File: config.mk
export PLATFORM = sky130hd
export DESIGN_NAME = gpio_in_conditioner_flat
export DESIGN_NICKNAME = d
export VERILOG_FILES = /design/src/rtl/gpio_in_conditioner_if.sv /design/src/rtl/gpio_in_conditioner.sv /design/src/flat_wrapper.sv
export SDC_FILE = /design/constraint.sdc
export NUM_CORES = 1
export LEC_CHECK = 0
export ABC_AREA = 1
export CORE_ASPECT_RATIO = 1.1
export CORE_MARGIN = 2
export CORE_UTILIZATION = 35
export DETAILED_ROUTE_END_ITERATION = 10
export GPL_ROUTABILITY_DRIVEN = 0
export GPL_TIMING_DRIVEN = 1
export PLACE_DENSITY_LB_ADDON = 0.3
export SYNTH_ARGS = -nofsm -noshare
export SYNTH_HDL_FRONTEND = slang
export SYNTH_SLANG_ARGS = --single-unit
File: constraint.sdc
create_clock -name HCLK -period 2.8 [get_ports HCLK]
set_input_delay 0.56 -clock HCLK [delete_from_list [all_inputs] [get_ports HCLK]]
set_output_delay 0.56 -clock HCLK [all_outputs]
set_load 0.01 [all_outputs]
File: src/rtl/gpio_in_conditioner_if.sv
// Signal bundle between the raw pin conditioner and its consumer.
// The conditioner takes the slave side; a bench or upstream driver takes the master side.
interface gpio_in_conditioner_if #(
  parameter int WIDTH = 16
);
  logic [WIDTH-1:0] PINS;
  logic             DEBOUNCE_EN;
  logic             PARITYSEL;
  logic             PARERR_INJ;
  logic [WIDTH:0]   GPIOIN;
  logic             CHANGED;

  modport master (
    output PINS,
    output DEBOUNCE_EN,
    output PARITYSEL,
    output PARERR_INJ,
    input  GPIOIN,
    input  CHANGED
  );

  modport slave (
    input  PINS,
    input  DEBOUNCE_EN,
    input  PARITYSEL,
    input  PARERR_INJ,
    output GPIOIN,
    output CHANGED
  );
endinterface

File: src/rtl/gpio_in_conditioner.sv
// GPIO input conditioner: per-pin synchroniser and debounce, followed by a registered
// data+parity word for the GPIO block and a one-cycle change pulse.
module gpio_in_conditioner #(
  parameter int WIDTH           = 16,
  parameter int SYNC_STAGES     = 2,
  parameter int DEBOUNCE_CYCLES = 4,
  parameter int CNT_W           = 3
) (
  input  logic                HCLK,
  input  logic                HRESET,
  gpio_in_conditioner_if.slave bus
);

  localparam logic [CNT_W-1:0] CNT_MAX = CNT_W'(DEBOUNCE_CYCLES - 1);

  logic [WIDTH-1:0] sync_reg [SYNC_STAGES];
  logic [WIDTH-1:0] sync_s;
  logic [WIDTH-1:0] stable_reg;
  logic [WIDTH-1:0] stable_next;
  logic [CNT_W-1:0] cnt_reg  [WIDTH];
  logic [CNT_W-1:0] cnt_next [WIDTH];
  logic [WIDTH:0]   gpioin_reg;
  logic             changed_reg;

  always_ff @(posedge HCLK) begin
    if (HRESET) begin
      for (int st = 0; st < SYNC_STAGES; st++) begin
        sync_reg[st] <= '0;
      end
    end else begin
      sync_reg[0] <= bus.PINS;
      for (int st = 1; st < SYNC_STAGES; st++) begin
        sync_reg[st] <= sync_reg[st-1];
      end
    end
  end

  assign sync_s = sync_reg[SYNC_STAGES-1];

  // Each pin qualifies independently; the counter only advances while the
  // synchronised level disagrees with the accepted level, so glitches clear it.
  genvar gi;
  generate
    for (gi = 0; gi < WIDTH; gi++) begin : g_debounce
      always_comb begin
        stable_next[gi] = stable_reg[gi];
        cnt_next[gi]    = '0;
        if (!bus.DEBOUNCE_EN) begin
          stable_next[gi] = sync_s[gi];
        end else if (sync_s[gi] != stable_reg[gi]) begin
          if (cnt_reg[gi] == CNT_MAX) begin
            stable_next[gi] = sync_s[gi];
          end else begin
            cnt_next[gi] = cnt_reg[gi] + CNT_W'(1);
          end
        end
      end

      always_ff @(posedge HCLK) begin
        if (HRESET) begin
          cnt_reg[gi] <= '0;
        end else begin
          cnt_reg[gi] <= cnt_next[gi];
        end
      end
    end
  endgenerate

  // Parity is taken from the same stable value that loads the data bits, so
  // the word is always self-consistent.
  always_ff @(posedge HCLK) begin
    if (HRESET) begin
      stable_reg  <= '0;
      gpioin_reg  <= '0;
      changed_reg <= 1'b0;
    end else begin
      stable_reg             <= stable_next;
      gpioin_reg[WIDTH-1:0]  <= stable_reg;
      gpioin_reg[WIDTH]      <= (^stable_reg) ^ bus.PARITYSEL ^ bus.PARERR_INJ;
      changed_reg            <= (stable_reg != gpioin_reg[WIDTH-1:0]);
    end
  end

  assign bus.GPIOIN  = gpioin_reg;
  assign bus.CHANGED = changed_reg;

endmodule

File: src/flat_wrapper.sv
// flat-port wrapper written by rule: the top's interface ports become plain ports
module gpio_in_conditioner_flat 
#(
  parameter int WIDTH           = 16,
  parameter int SYNC_STAGES     = 2,
  parameter int DEBOUNCE_CYCLES = 4,
  parameter int CNT_W           = 3
)
  (HCLK, HRESET, bus_PINS, bus_DEBOUNCE_EN, bus_PARITYSEL, bus_PARERR_INJ, bus_GPIOIN, bus_CHANGED);
  gpio_in_conditioner_if #(.WIDTH(WIDTH)) bus_i ();
  input  logic HCLK;
  input  logic HRESET;
  input wire logic [$bits(bus_i.PINS)-1:0] bus_PINS;
  input wire logic [$bits(bus_i.DEBOUNCE_EN)-1:0] bus_DEBOUNCE_EN;
  input wire logic [$bits(bus_i.PARITYSEL)-1:0] bus_PARITYSEL;
  input wire logic [$bits(bus_i.PARERR_INJ)-1:0] bus_PARERR_INJ;
  output wire logic [$bits(bus_i.GPIOIN)-1:0] bus_GPIOIN;
  output wire logic [$bits(bus_i.CHANGED)-1:0] bus_CHANGED;
  assign bus_i.PINS = bus_PINS;
  assign bus_i.DEBOUNCE_EN = bus_DEBOUNCE_EN;
  assign bus_i.PARITYSEL = bus_PARITYSEL;
  assign bus_i.PARERR_INJ = bus_PARERR_INJ;
  assign bus_GPIOIN = bus_i.GPIOIN;
  assign bus_CHANGED = bus_i.CHANGED;
  gpio_in_conditioner #(.WIDTH(WIDTH), .SYNC_STAGES(SYNC_STAGES), .DEBOUNCE_CYCLES(DEBOUNCE_CYCLES), .CNT_W(CNT_W)) u_core (.HCLK(HCLK), .HRESET(HRESET), .bus(bus_i));
endmodule
==> results of run 1 <==
[per-layer routing]
layer	vias to the layer above	track usage, %	share of wire (%)	wire length (µm)
li1	1666	-	-	-
met1	1407	12.6	43	3130
met2	36	22.1	51	3700
met3	14	4.73	4.2	304
met4	0	6.49	2.1	152
met5	-	0	0	0
[synthesized netlist by cell type]
master	count	share of area [%]
nand2_1	30	2.6
inv_1	84	7.4
o211ai_1	15	2.6
buf_2	9	1.1
dfxtp_1	114	53
a21oi_1	32	3.7
ha_1	32	9.3
or2_1	1	0.15
nor3_1	4	0.47
o21ai_0	16	1.9
nor2_1	117	10
inv_2	6	0.53
nand4_1	3	0.44
nand2_2	7	1.0
nand3_1	11	1.3
or2_2	5	0.73
xnor2_1	10	2.0
xor2_1	5	1.0
nor2_2	1	0.15
buf_1	1	0.087
[power groups by stage]
| stage | clock network [mW] | registers [mW] | logic (mW) |
|---|---|---|---|
| floorplan | 0 | 1.75 | 0.169 |
| global placement | 0 | 1.76 | 0.261 |
| detailed placement | 0 | 1.76 | 0.266 |
| CTS | 2.05 | 1.73 | 0.268 |
| global route | 2.14 | 1.73 | 0.300 |
| finish | 2.01 | 1.73 | 0.261 |
[stage by stage]
step           hold WS [ns]  instance area, µm²  cells  setup WS (ns)  power, mW
6_report              0.399                5380    719          0.910       4.00
3_5_place_dp          0.393                4830    688          0.943       2.03
2_1_floorplan         0.388                4290    503           1.53       1.92
3_3_place_gp          0.392                4830    688          0.954       2.02
5_1_grt               0.419                5380    719          0.852       4.17
4_1_cts               0.403                5380    719          0.885       4.05
[kinds of logic (layout without fill, tap and decap cells)]
logic type | Yosys count | after routing
simple gates | 179 | 179
fa+ha+maj | 32 | 32
flops | 114 | 114
compound gates | 63 | 63
buf+inv | 100 | 162
xor+xnor | 15 | 15
[worst paths after layout]
kind / start / endpoint / slack, ns / cells after the start
worst max-delay path: u_core.bus.GPIOIN[1]$_SDFF_PP0_ / bus_GPIOIN[1] / 0.91 / 1
worst min-delay path: u_core.sync_reg[0][12]$_SDFF_PP0_ / u_core.sync_reg[0][28]$_SDFF_PP0_ / 0.40 / 2
worst max register to register: u_core.stable_reg[11]$_SDFFE_PP0P_ / u_core.bus.GPIOIN[16]$_SDFF_PP0_ / 1.52 / 9
worst min register to register: u_core.sync_reg[0][12]$_SDFF_PP0_ / u_core.sync_reg[0][28]$_SDFF_PP0_ / 0.40 / 2
[final cells by class]
class                           count  area (µm²)
Tap cell                          154         193
Fill cell                        1187        6600
Clock buffer                       25         475
Sequential cell                   114        2280
Multi-Input combinational cell    289        1620
Timing Repair Buffer               41         398
Clock inverter                      6        80.1
Inverter                           90         338
==> key figures, run 1 <==
Run status
  • Outcome: completed

Power and ir drop
  • Peak VDD IR: 0.273 mV
  • Reg power frac: 43.3%
  • Power share of the clock group: 50.2%
  • Leakage: 2.39 nW
  • PwrDens: 742 nW/µm²
  • NetSw: 848 µW
  • Switch share: 21.2%
  • Int Power: 3.15 mW
  • Logic gate share of total power: 6.5%

Drt
  • TritonRoute pass-1 iters: 4
  • DR vias: 3123
  • Wire per inst: 10.1 µm
  • Initial drt markers: 82
  • Vias per inst: 4.34
  • Final WL: 7290 µm
  • Number of remaining DRC errors: 0
  • Detail Route Antenna Nets: 0

Logic synthesis
  • Compound-cell area share of the yosys netlist: 8.23%
  • Post-synthesis xor/xnor area fraction: 3.06%
  • Yosys warnings: 0
  • Post-synthesis mux area share: 0%
  • FF+latch count, synth: 114
  • Post-synth net total: 556
  • Largest family of logic cells by synthesized area: simple AND/OR/NAND/NOR gates
  • Synthesized area: 4290 µm²
  • Register area share after synthesis: 53.2%
  • Simple-gate share of the synthesized area: 17.1%
  • Post-synth cell types: 20
  • Adder-cell area share of the yosys netlist: 9.34%
  • Cells after Synth: 503
  • Mean Syn Cell Area: 8.52 µm²

Floorplan
  • DIE AREA: 13200 µm²
  • Die width: 110 µm
  • Die Ht: 120 µm
  • I/O pin cnt: 39
  • Starting density of the core: 35.8%
  • Total core area: 12000 µm²
  • Num rows: 42

Flow run
  • Total of max-cap violations: 0

Setup path
  • Critical path class: register to output pin
  • Critical Path End Type: output pin
  • Worst path arrival time: 1.33 ns
  • Worst path max stage delay: 0.56 ns
  • Element type at the critical path start: register
  • Crit path max-delay cell type: clkdlybuf4s50_1
  • CP Max Fanout: 2
  • CP required: 2.24 ns
  • CP delay by family, top: buffers and inverters
  • Crit-path cells: clkdlybuf4s50_1
  • Crit path buf inv count: 1

Global routing
  • First-pass GRT wire length: 12500 µm
  • Initial antenna violation count: 0
  • Vias in the first global route: 2991
  • All-Layer GR Usage: 12.5%
  • Gr ovfl total: 0
  • Largest net degree at the start of global routing: 35

Clock tree
  • Worst-skew pair later-pin latency: 0.40 ns
  • CTS tree: built
  • CTS max path bufs: 2
  • Inserted Clock Buffers: 17
  • Hold-fix buffers, CTS: 0
  • Clk sinks: 114
  • Clock-pin transition on the worst setup and hold timing paths: 0.05 ns
  • H-Tree Depth: 4
  • Setup bufs post-CTS: 0
  • CTS-repair resized insts: 0
  • CTS root buf: clkbuf_16

Finish
  • Diode count: 0
  • Final net count: 606
  • Final core occ: 44.9%
  • Synthesis-to-layout area growth: 25.6%
  • Most frequent cells in the layout: nor2_1, dfxtp_1, inv_1, clkdlybuf4s50_1
  • Max reg flops: 48
  • Share of cells above drive strength 1: 8.50%
  • Commonest non-fill, non-tap cell in the layout: nor2_1

STA
  • Worst slew pin tran: 0.601 ns
  • Final hold vios: 0
  • Final setup fails: 0
  • Relative slew slack: 59.9%
  • Maximum clock rate: 0.529 GHz
  • Clock Skews: 0.00587 ns
  • RSZ-0062 raised after global routing: false
  • Min Tclk post-route: 1.89 ns
  • Final worst path period share: 67.5%
  • Final Max Slew Viols: 0
  • Setup TNS: 0 ns

Place
  • Dpl hpwl: 5020 µm
  • Port bufs: 38

Min path
  • Hold WC Path Type: register to register
Note: power is estimated with default switching activity, not from simulation.
==> run 2: changes to the inputs <==
==> constraint.sdc (replaced) <==
create_clock -name HCLK -period 1.8 [get_ports HCLK]
set_input_delay 0.36 -clock HCLK [delete_from_list [all_inputs] [get_ports HCLK]]
set_output_delay 0.36 -clock HCLK [all_outputs]
set_load 0.01 [all_outputs]
==> run 2 against run 1 <==
  * Wire length rose by 3.3%
  * Sequential share of layout area decreased by 1.5 points
  * Combinational power increased by 59%
  * Worst setup slack got worse by 0.80 ns
  * Final cell count increased by 0.28%
  * Global-route usage rose by 0.64 points
  * Sequential power is 55% higher
  * Clock power rose by 100%
  * Clock skew fell by 0.0013 ns
  * Hold slack lost 0.011 ns
  * Critical path type unchanged
  * Largest cell class unchanged
==> key figures, run 2 (synthesis results as in run 1) <==
Power and ir drop
  • Peak VDD IR: 0.483 mV
  • Leakage: 2.48 nW
  • PwrDens: 1280 nW/µm²
  • Total power draw: 7.15 mW

Setup path
  • Crit-path cells: clkdlybuf4s50_1
  • Element type at the critical path start: register
  • CP Max Fanout: 2
  • Crit path buf inv count: 1
  • Worst path arrival time: 1.33 ns
  • Critical path class: register to output pin
  • Crit path max-delay cell type: clkdlybuf4s50_1
  • Reg2Reg Depth: 5
  • Reg2reg end: u_core.cnt_reg[6][0]$_SDFF_PP0_
  • Worst path max stage delay: 0.55 ns
  • CP delay by family, top: buffers and inverters
  • Critical Path Stages: 1
  • Critical Path End Type: output pin
  • CP required: 1.44 ns
  • Worst R2R Start: u_core.cnt_reg[6][0]$_SDFF_PP0_
  • Register-to-Register Setup Slack: 0.56 ns

Clock tree
  • Clock-pin transition on the worst setup and hold timing paths: 0.05 ns
  • CTS root buf: clkbuf_16
  • Hold-fix buffers, CTS: 0
  • CTS tree: built
  • H-Tree Depth: 4
  • Setup bufs post-CTS: 0
  • Inserted Clock Buffers: 17
  • Worst-skew pair later-pin latency: 0.41 ns
  • CTS max path bufs: 2
  • Clk sinks: 114
  • CTS-repair resized insts: 0

Global routing
  • Gr ovfl total: 0
  • Initial antenna violation count: 0
  • Largest net degree at the start of global routing: 41
  • Vias in the first global route: 3145
  • All-Layer GR Usage: 13.2%
  • First-pass GRT wire length: 13100 µm

Place
  • Dpl hpwl: 5250 µm
  • Port bufs: 38

Drt
  • Wire per inst: 10.4 µm
  • Vias per inst: 4.42
  • Highest metal used: met4
  • Initial drt markers: 100
  • Wl on met1: 3280 µm
  • DR vias: 3185
  • Met3 routed WL: 329 µm
  • TritonRoute pass-1 iters: 4
  • Detail Route Antenna Nets: 0
  • Number of remaining DRC errors: 0
  • DR WL met2: 3730 µm
  • Final WL: 7530 µm

STA
  • Worst Hold Slack: 0.388 ns
  • Final hold vios: 0
  • Clock Skews: 0.00455 ns
  • Final setup fails: 0
  • Setup TNS: 0 ns
  • Final worst path period share: 93.9%
  • Maximum clock rate: 0.592 GHz
  • Final Max Slew Viols: 0
  • RSZ-0062 raised after global routing: false
  • Min Tclk post-route: 1.69 ns
  • Relative slew slack: 72.4%
  • Worst slew pin tran: 0.414 ns

Floorplan
  • Die Ht: 120 µm
  • Starting density of the core: 35.8%
  • Num rows: 42
  • Total core area: 12000 µm²
  • DIE AREA: 13200 µm²
  • Die width: 110 µm
  • I/O pin cnt: 39

Finish
  • Most frequent cells in the layout: nor2_1, dfxtp_1, inv_1, clkdlybuf4s50_1
  • Synthesis-to-layout area growth: 30.1%
  • Fill cells: 1148
  • Diode count: 0
  • Share of cells above drive strength 1: 9.88%
  • Commonest non-fill, non-tap cell in the layout: nor2_1
  • Final net count: 607
  • Max reg flops: 48

Run status
  • Outcome: completed

Min path
  • Hold Path End: u_core.stable_reg[4]$_SDFFE_PP0P_
  • Hold_sp: HRESET
  • Hold WC Path Type: primary input to register
  • WHS Path Cells: 4

Flow run
  • Total of max-cap violations: 0
-- run 2: cell types whose count changed in the layout (fill, tap and decap cells not counted), sizes merged --
cell and delta:
clkinv -2, clkbuf -2, buf +1, bufinv +5
-- run 2: worst max-delay path by stage --
| stage | endpoint | start | slack (ns) |
|---|---|---|---|
| 3_5_place_dp | u_core.bus.GPIOIN[16]$_SDFF_PP0_ | bus_PARERR_INJ | 0.13 |
| 2_1_floorplan | u_core.bus.GPIOIN[16]$_SDFF_PP0_ | u_core.stable_reg[7]$_SDFFE_PP0P_ | 0.70 |
| 6_report | bus_GPIOIN[9] | u_core.bus.GPIOIN[9]$_SDFF_PP0_ | 0.11 |
| 4_1_cts | bus_GPIOIN[7] | u_core.bus.GPIOIN[7]$_SDFF_PP0_ | 0.08 |
| 3_3_place_gp | u_core.bus.GPIOIN[16]$_SDFF_PP0_ | bus_PARITYSEL | 0.15 |
| 5_1_grt | bus_GPIOIN[7] | u_core.bus.GPIOIN[7]$_SDFF_PP0_ | 0.04 |
-- run 2: area by class of cell --
class,instances,area (µm²),area share [%]
flip-flops and latches,114,2280,40.9
well taps,154,193,3.46
inverters,90,338,6.06
multi-input cells,289,1620,29.0
clock inverters,9,220,3.95
repair buffers,42,418,7.49
clock buffers,23,508,9.11
-- run 2: layer usage --
metal,vias up,GRT usage (%)
li1,1672,-
met1,1458,13.8
met2,40,22.0
met3,15,5.38
met4,0,7.36
met5,-,0
-- run 2: where the power goes --
group	leakage (nW)	internal, mW	switching (mW)
Clock	0.359	2.95	1.10
Sequential	0.932	2.62	0.0685
Combinational	1.19	0.193	0.221
-- run 2: stage by stage --
step	area (µm²)	cells	utilization, %	setup slack [ns]
3_5_place_dp	4850	689	40.5	0.128
2_1_floorplan	4290	503	-	0.701
6_report	5580	721	46.5	0.110
4_1_cts	5580	721	46.5	0.0818
3_3_place_gp	4850	689	40.5	0.152
5_1_grt	5580	721	46.5	0.0408
==> run 3: changes to the inputs <==
--- a/config.mk
+++ b/config.mk
@@ -9,6 +9,7 @@
 export CORE_ASPECT_RATIO = 1.1
 export CORE_MARGIN = 2
 export CORE_UTILIZATION = 35
+export CTS_CLUSTER_SIZE = 24
 export DETAILED_ROUTE_END_ITERATION = 10
 export GPL_ROUTABILITY_DRIVEN = 0
 export GPL_TIMING_DRIVEN = 1
==> results of run 3 <==
Same layout as run 2: the final DEF is identical, and so are final timing and power.
